[config.mk]
export PLATFORM = sky130hd
export DESIGN_NAME = pwm_dac
export DESIGN_NICKNAME = d
export VERILOG_FILES = /design/src/rtl/fgen_pkg.sv /design/src/rtl/pwm_prescaler.sv /design/src/rtl/pwm_dac.sv
export SDC_FILE = /design/constraint.sdc
export NUM_CORES = 1
export LEC_CHECK = 0
export CAP_MARGIN = 5
export CORE_MARGIN = 2
export CORE_UTILIZATION = 52
export DETAILED_ROUTE_END_ITERATION = 8
export PLACE_DENSITY = 0.74
export SLEW_MARGIN = 30
export SYNTH_ARGS = -nofsm -noshare
export SYNTH_HDL_FRONTEND = slang
export SYNTH_SLANG_ARGS = --single-unit
[constraint.sdc]
create_clock -name clk -period 2.55 [get_ports clk]
set_input_delay 0.51 -clock clk [delete_from_list [all_inputs] [get_ports clk]]
set_output_delay 0.51 -clock clk [all_outputs]
set_load 0.005 [all_outputs]
[src/rtl/fgen_pkg.sv]
// Shared constants for the function-generator datapath: sample width,
// mid-scale code and the attenuation shift encodings.
package fgen_pkg;

  localparam int SAMPLE_W = 8;
  localparam int MID      = 1 << (SAMPLE_W - 1);

  localparam logic [1:0] ATT_1 = 2'd0;
  localparam logic [1:0] ATT_2 = 2'd1;
  localparam logic [1:0] ATT_4 = 2'd2;
  localparam logic [1:0] ATT_8 = 2'd3;

endpackage

[src/rtl/pwm_prescaler.sv]
// Slot-rate prescaler: emits one tick every PRESCALE enabled clocks.
module pwm_prescaler #(
  parameter int PRESCALE = 1
) (
  input  logic clk,
  input  logic rst,
  input  logic en,
  output logic tick
);

  localparam int            PW   = (PRESCALE > 1) ? $clog2(PRESCALE) : 1;
  localparam logic [PW-1:0] LAST = PW'(PRESCALE - 1);

  logic [PW-1:0] pcnt_q, pcnt_d;

  assign tick = en && (pcnt_q == LAST);

  always_comb begin
    pcnt_d = pcnt_q;
    if (tick)    pcnt_d = '0;
    else if (en) pcnt_d = pcnt_q + 1'b1;
  end

  always_ff @(posedge clk) begin
    if (rst) pcnt_q <= '0;
    else     pcnt_q <= pcnt_d;
  end

endmodule

[src/rtl/pwm_dac.sv]
// PWM DAC: fetches one sample per period, attenuates it about mid-scale and
// latches it as the duty at the period boundary.
module pwm_dac
  import fgen_pkg::*;
#(
  parameter int WIDTH    = SAMPLE_W,
  parameter int PRESCALE = 1
) (
  input  logic             clk,
  input  logic             rst,
  input  logic             en,
  input  logic [WIDTH-1:0] sample_in,
  input  logic             sample_valid,
  input  logic [1:0]       atten,
  output logic             sample_req,
  output logic             underrun,
  output logic             pwm_out
);

  localparam logic signed [WIDTH:0]   HALF_S = {2'b01, {(WIDTH-1){1'b0}}};
  localparam logic        [WIDTH-1:0] HALF_U = {1'b1, {(WIDTH-1){1'b0}}};

  // The true result always lies in 0..2^WIDTH-1, so modulo-2^WIDTH addition
  // of the truncated shifted offset is exact.
  function automatic logic [WIDTH-1:0] scale(input logic [WIDTH-1:0] s,
                                             input logic [1:0]       a);
    logic signed [WIDTH:0] d;
    d = $signed({1'b0, s}) - HALF_S;
    return HALF_U + WIDTH'(d >>> a);
  endfunction

  logic             tick, wrap;
  logic [WIDTH-1:0] cnt_q, cnt_d;
  logic [WIDTH-1:0] duty_q, duty_d;
  logic [WIDTH-1:0] staged_q, staged_d;
  logic             staged_full_q, staged_full_d;
  logic             req_q, req_d;
  logic             und_q, und_d;
  logic             pwm_q, pwm_d;

  pwm_prescaler #(.PRESCALE(PRESCALE)) u_prescaler (
    .clk  (clk),
    .rst  (rst),
    .en   (en),
    .tick (tick)
  );

  always_comb begin
    wrap          = tick && (cnt_q == '1);
    cnt_d         = tick ? cnt_q + 1'b1 : cnt_q;
    staged_d      = sample_valid ? sample_in : staged_q;
    staged_full_d = wrap ? 1'b0 : (sample_valid ? 1'b1 : staged_full_q);
    duty_d        = duty_q;
    if (wrap) begin
      if (staged_full_q)     duty_d = scale(staged_q, atten);
      else if (sample_valid) duty_d = scale(sample_in, atten);
    end
    req_d = wrap;
    und_d = wrap && !staged_full_q && !sample_valid;
    pwm_d = en && (cnt_q < duty_q);
  end

  always_ff @(posedge clk) begin
    if (rst) begin
      cnt_q         <= '0;
      duty_q        <= '0;
      staged_q      <= '0;
      staged_full_q <= 1'b0;
      req_q         <= 1'b0;
      und_q         <= 1'b0;
      pwm_q         <= 1'b0;
    end else begin
      cnt_q         <= cnt_d;
      duty_q        <= duty_d;
      staged_q      <= staged_d;
      staged_full_q <= staged_full_d;
      req_q         <= req_d;
      und_q         <= und_d;
      pwm_q         <= pwm_d;
    end
  end

  assign sample_req = req_q;
  assign underrun   = und_q;
  assign pwm_out    = pwm_q;

endmodule

== Word-level counts from Yosys, hierarchy flattened ==
Cells that the tools add are included.

* Flip-flop bits (word level): 29
* Output and inout port bits: 3
* Logic and storage cells: 32

* $add $sub $neg: 6
* $lt $le $gt $ge: 1
* Eq/ne operators: 1
* Shift operators: 2
* Muxes and demuxes: 2
* Bitwise logic cells: 1
* Reductions and logical operators: 11

{| class="wikitable"
|+ Operators with widths
! cell !! count
|-
| $sshr A9 B2 Y8 || 2
|-
| $sub A8 B8 Y9 const B || 2
|-
| $add A8 B8 Y8 const A || 2
|-
| $mux W8 || 2
|-
| $add A8 B1 Y8 const B || 1
|-
| $eq A8 B8 Y1 const B || 1
|-
| $lt A8 B8 Y1 || 1
|-
| $logic_and A1 B1 Y1 || 5
|-
| $reduce_or A2 Y1 || 2
|-
| $logic_not A1 Y1 || 2
|-
| $reduce_and A2 Y1 || 1
|-
| $reduce_bool A2 Y1 || 1
|-
| $add A1 B1 Y1 const B || 1
|-
| $not A1 Y1 || 1
|}

== Depth between registers and ports, before layout ==
* Depth after elaboration: 5
* Mapped depth: 6

== By module ==
From an unflattened synthesis, not the netlist that was laid out.

* Cells, all modules: 156
* Area total of the unflattened synthesis: 1695.4 µm²

{| class="wikitable"
|+ Modules (own cells, without submodules)
! module !! times used !! cells each !! area an instance (µm²) !! seq. area each (µm²)
|-
| pwm_dac || 1 || 153 || 1654.1 || 560.5
|-
| pwm_prescaler || 1 || 3 || 41.3 || 20.0
|}

== Worst setup path after synthesis ==
Ideal clock, no wire load.

* Path kind: input -> register
* Start: input atten[1]
* End: register duty_q[3]
* Setup time: 79 ps
* Arrival time: 1549 ps
* Data required time: 2471 ps
* Path slack: 922 ps
* Cell stages on the path: 5
* Cells stage by stage: buf_6 -> buf_12 -> mux2i_1 -> mux4_2 -> a211oi_2

* Longest elaborated chain between the ends: 4
* Elaborated cells on any way between the ends: 6

{| class="wikitable"
|+ Ends and longest elaborated chain
! item !! RTL line !! RTL
|-
| start: declaration || pwm_dac.sv:14 || <nowiki>input logic [1:0] atten,</nowiki>
|-
| $sshr A9 B2 Y8 || pwm_dac.sv:29 || <nowiki>return HALF_U + WIDTH'(d >>> a);</nowiki>
|-
| $add A8 B8 Y8 || pwm_dac.sv:29 ||
|-
| $mux W8 || pwm_dac.sv:56 || <nowiki>else if (sample_valid) duty_d = scale(sample_in, atten);</nowiki>
|-
| $mux W8 (*) || pwm_dac.sv:55 || <nowiki>if (staged_full_q) duty_d = scale(staged_q, atten);</nowiki>
|-
| end signal: assignment || pwm_dac.sv:74 || <nowiki>duty_q <= duty_d;</nowiki>
|-
| end: declaration || pwm_dac.sv:34 || <nowiki>logic [WIDTH-1:0] duty_q, duty_d;</nowiki>
|}

Mark *: on every way between the ends. The rest lies on a longest branch, timed or not. The select of a mux whose other input is x is not followed.
A chain may end at the register's enable or synchronous reset.

== Final worst setup path ==
* Start: input atten[0]
* End: register duty_q[4]

The elaborated chain is that of the path after synthesis.

==> impl_metrics.yaml <==
clock_tree:
  ctsRootBufferMaster: "clkbuf_4"
  cts_buffers: 5
  htreeDepth: 2
  cts.sinks: 29
  holdBufCountCts: 0
  cts_setup_buffers: 0
  clockBufferDepth: 2
  cts.clk_slew.worst_paths_ps: 90
  clock_latency_ps: 330
  ctsResizeCount: 0
  cts_tree: "built"
logic_synthesis:
  yosysWarnings: 0
  yosys-top-cells-area: "dfxtp_1 35%, mux2i_1 14%, mux4_2 9.6%"
  syn_nets: 180
  syn_avg_cell_area_um2: 10.4
  synth_top_area_share: 0.353
  syn_area_um2: 1640
  synth_seq_area_share: 0.353
  yosysTopAreaCell: "dfxtp_1"
  synth_cells: 158
  ys_types: 36
  ys_ff_latch: 29
worst_setup_path:
  cp-end-kind: "register"
  reg2regPathDepth: 5
  criticalPathCategory: "input pin to register"
  path_max_fanout: 10
  worstPathArrival_ps: 2080
  r2r_setup_slack_ps: 810
  cp.required_ps: 2770
  start_kind: "input pin"
sta:
  final_max_slew_viol_count: 0
  hold_violations: 0
  period_minus_slack_ps: 1860
  fin_tns_setup_ps: 0
  max_freq_mhz: 539
  setup_violations: 0
  rsz0062_at_grt: "no"
  fin_skew_ps: 7.20
  fin_ws_ps: 693
  relSlewSlack: 0.600
  worstMarginPinSlew_ps: 599
  min_period_over_period: 0.728
  whs_ps: 496
die:
  start_util: 0.543
  die-area_um2: 3630
  num_rows: 20
  die_width_um: 60.2
  die_y_um: 60.2
  io_pins: 17
  core_region_area_um2: 3030
global_routing:
  antenna_found_initial: 0
  grt_usage: 0.205
  grt_pass1_vias: 1193
  grt_overflow: 0
  grt_max_degree: 17
  grt_pass1_wl_um: 5260
routing:
  top_layer: "met4"
  first_pass_iters: 4
  wl_met1_um: 1290
  drt_iter0_drc: 41
  routed_via_density: 5.38
  met2WireLength_um: 1540
  wl_met3_um: 131
  vias: 1188
  post_drt_wl_per_cell_um: 13.7
  drc: 0
  wl_um: 3030
  ant_nets: 0
cells_and_area:
  final_common_cell: "dfxtp_1"
  final_cell_area_um2: 1870
  seq_area_um2: 581
  nets: 198
  final_cells: 221
  fin_util: 0.617
  final_cell_mix: "29 x dfxtp_1, 28 x nor2_1, 23 x mux2i_1"
  final_layout_size_suffix_gt1_frac: 0.124
  antenna_cells: 0
  multi_input_area_um2: 958
  syn2layout_area_growth_pct: 13.5
  nFillCells: 259
placement:
  placedCellCount: 213
  dpl-instance-area_um2: 1820
  dp_slack_ps: 336
  gp_congestion: 0.830
  port_buffers: 16
  dp_hpwl_um: 2330
pwr:
  finalPower_uw: 870
  clock_power_share: 0.305
  power_density_nw_per_um2: 466
  ir_drop_v: 0.000287
  p_sw_uw: 225
  internal-power_uw: 645
  power_frac_seq: 0.552
  leakagePower_nw: 0.737
  switching_share: 0.258
  pwr-share-comb: 0.142
status:
  outcome: "finished clean"
worst_hold_path:
  hp-class: "register to register"
  whs_path_depth: 2
run:
  max-cap-violations: 0
## cell type report
class,instances,area share
Tap cell,44,0.0295
Inverter,9,0.0181
Timing Repair Buffer,20,0.102
Sequential cell,29,0.311
Multi-Input combinational cell,111,0.513
Clock buffer,8,0.0261
## layer usage
| layer | vias to the layer above | track usage |
|---|---|---|
| met4 | 0 | 0.0952 |
| met5 | - | 0 |
| met3 | 8 | 0.0714 |
| met2 | 22 | 0.357 |
| li1 | 603 | - |
| met1 | 555 | 0.220 |
## kinds of logic after synthesis
kind of cell,after synthesis,share of synthesized area
mux,30,0.236
buf+inv,18,0.0639
compound gates,15,0.0807
fa+ha+maj,8,0.0609
simple gates,51,0.168
xor+xnor,7,0.0373
flops,29,0.353
## worst max-delay path, stage by stage
cell             delay, ps
clkdlybuf4s50_1        730
mux4_2                 550
o2111ai_1              190
a21oi_1                 90
## path summary, 6_finish.rpt
path | from | end
worst max-delay path | atten[0] | duty_q[4]
worst min-delay path | duty_q[4] | duty_q[4]
worst max register to register | staged_full_q | duty_q[6]
worst min register to register | duty_q[4] | duty_q[4]
## Yosys cell counts
cell type  number
a211oi_1        3
a211oi_2        4
a21o_1          1
a21oi_1         2
and2_1          2
and3_1          1
and3b_1         1
buf_12          1
buf_2           2
buf_4           1
buf_6           2
clkbuf_1        3
dfxtp_1        29
ha_1            8
inv_1           9
mux2i_1        23
mux4_2          7
nand2_1         3
nand2b_1        2
nand3_1         1
nand3b_1        1
nand3b_4        1
nand4_1         3
nor2_1         28
nor2b_1         1
nor3_1          1
nor3b_1         2
nor4_1          1
nor4_4          1
o2111ai_1       2
o211a_1         1
o211ai_1        1
o21a_1          1
or4_1           2
xnor2_1         3
xor2_1          4
## state kept, by name, summed over array words and instances (netlist names)
register and cells:
staged_full_q 1, sample_req 1, underrun 1, duty_q 8, pwm_out 1, staged_q 8
u_prescaler.pcnt_q 1, cnt_q 8
## power groups by stage
| stage | clock network (mW) | registers (mW) | logic [mW] |
|---|---|---|---|
| 2_1_floorplan | 0 | 0.484 | 0.0933 |
| 3_3_place_gp | 0 | 0.490 | 0.120 |
| 3_5_place_dp | 0 | 0.491 | 0.124 |
| 4_1_cts | 0.281 | 0.481 | 0.125 |
| 5_1_grt | 0.298 | 0.483 | 0.136 |
| 6_report | 0.266 | 0.480 | 0.124 |
Power figures use the tool's default switching activity.
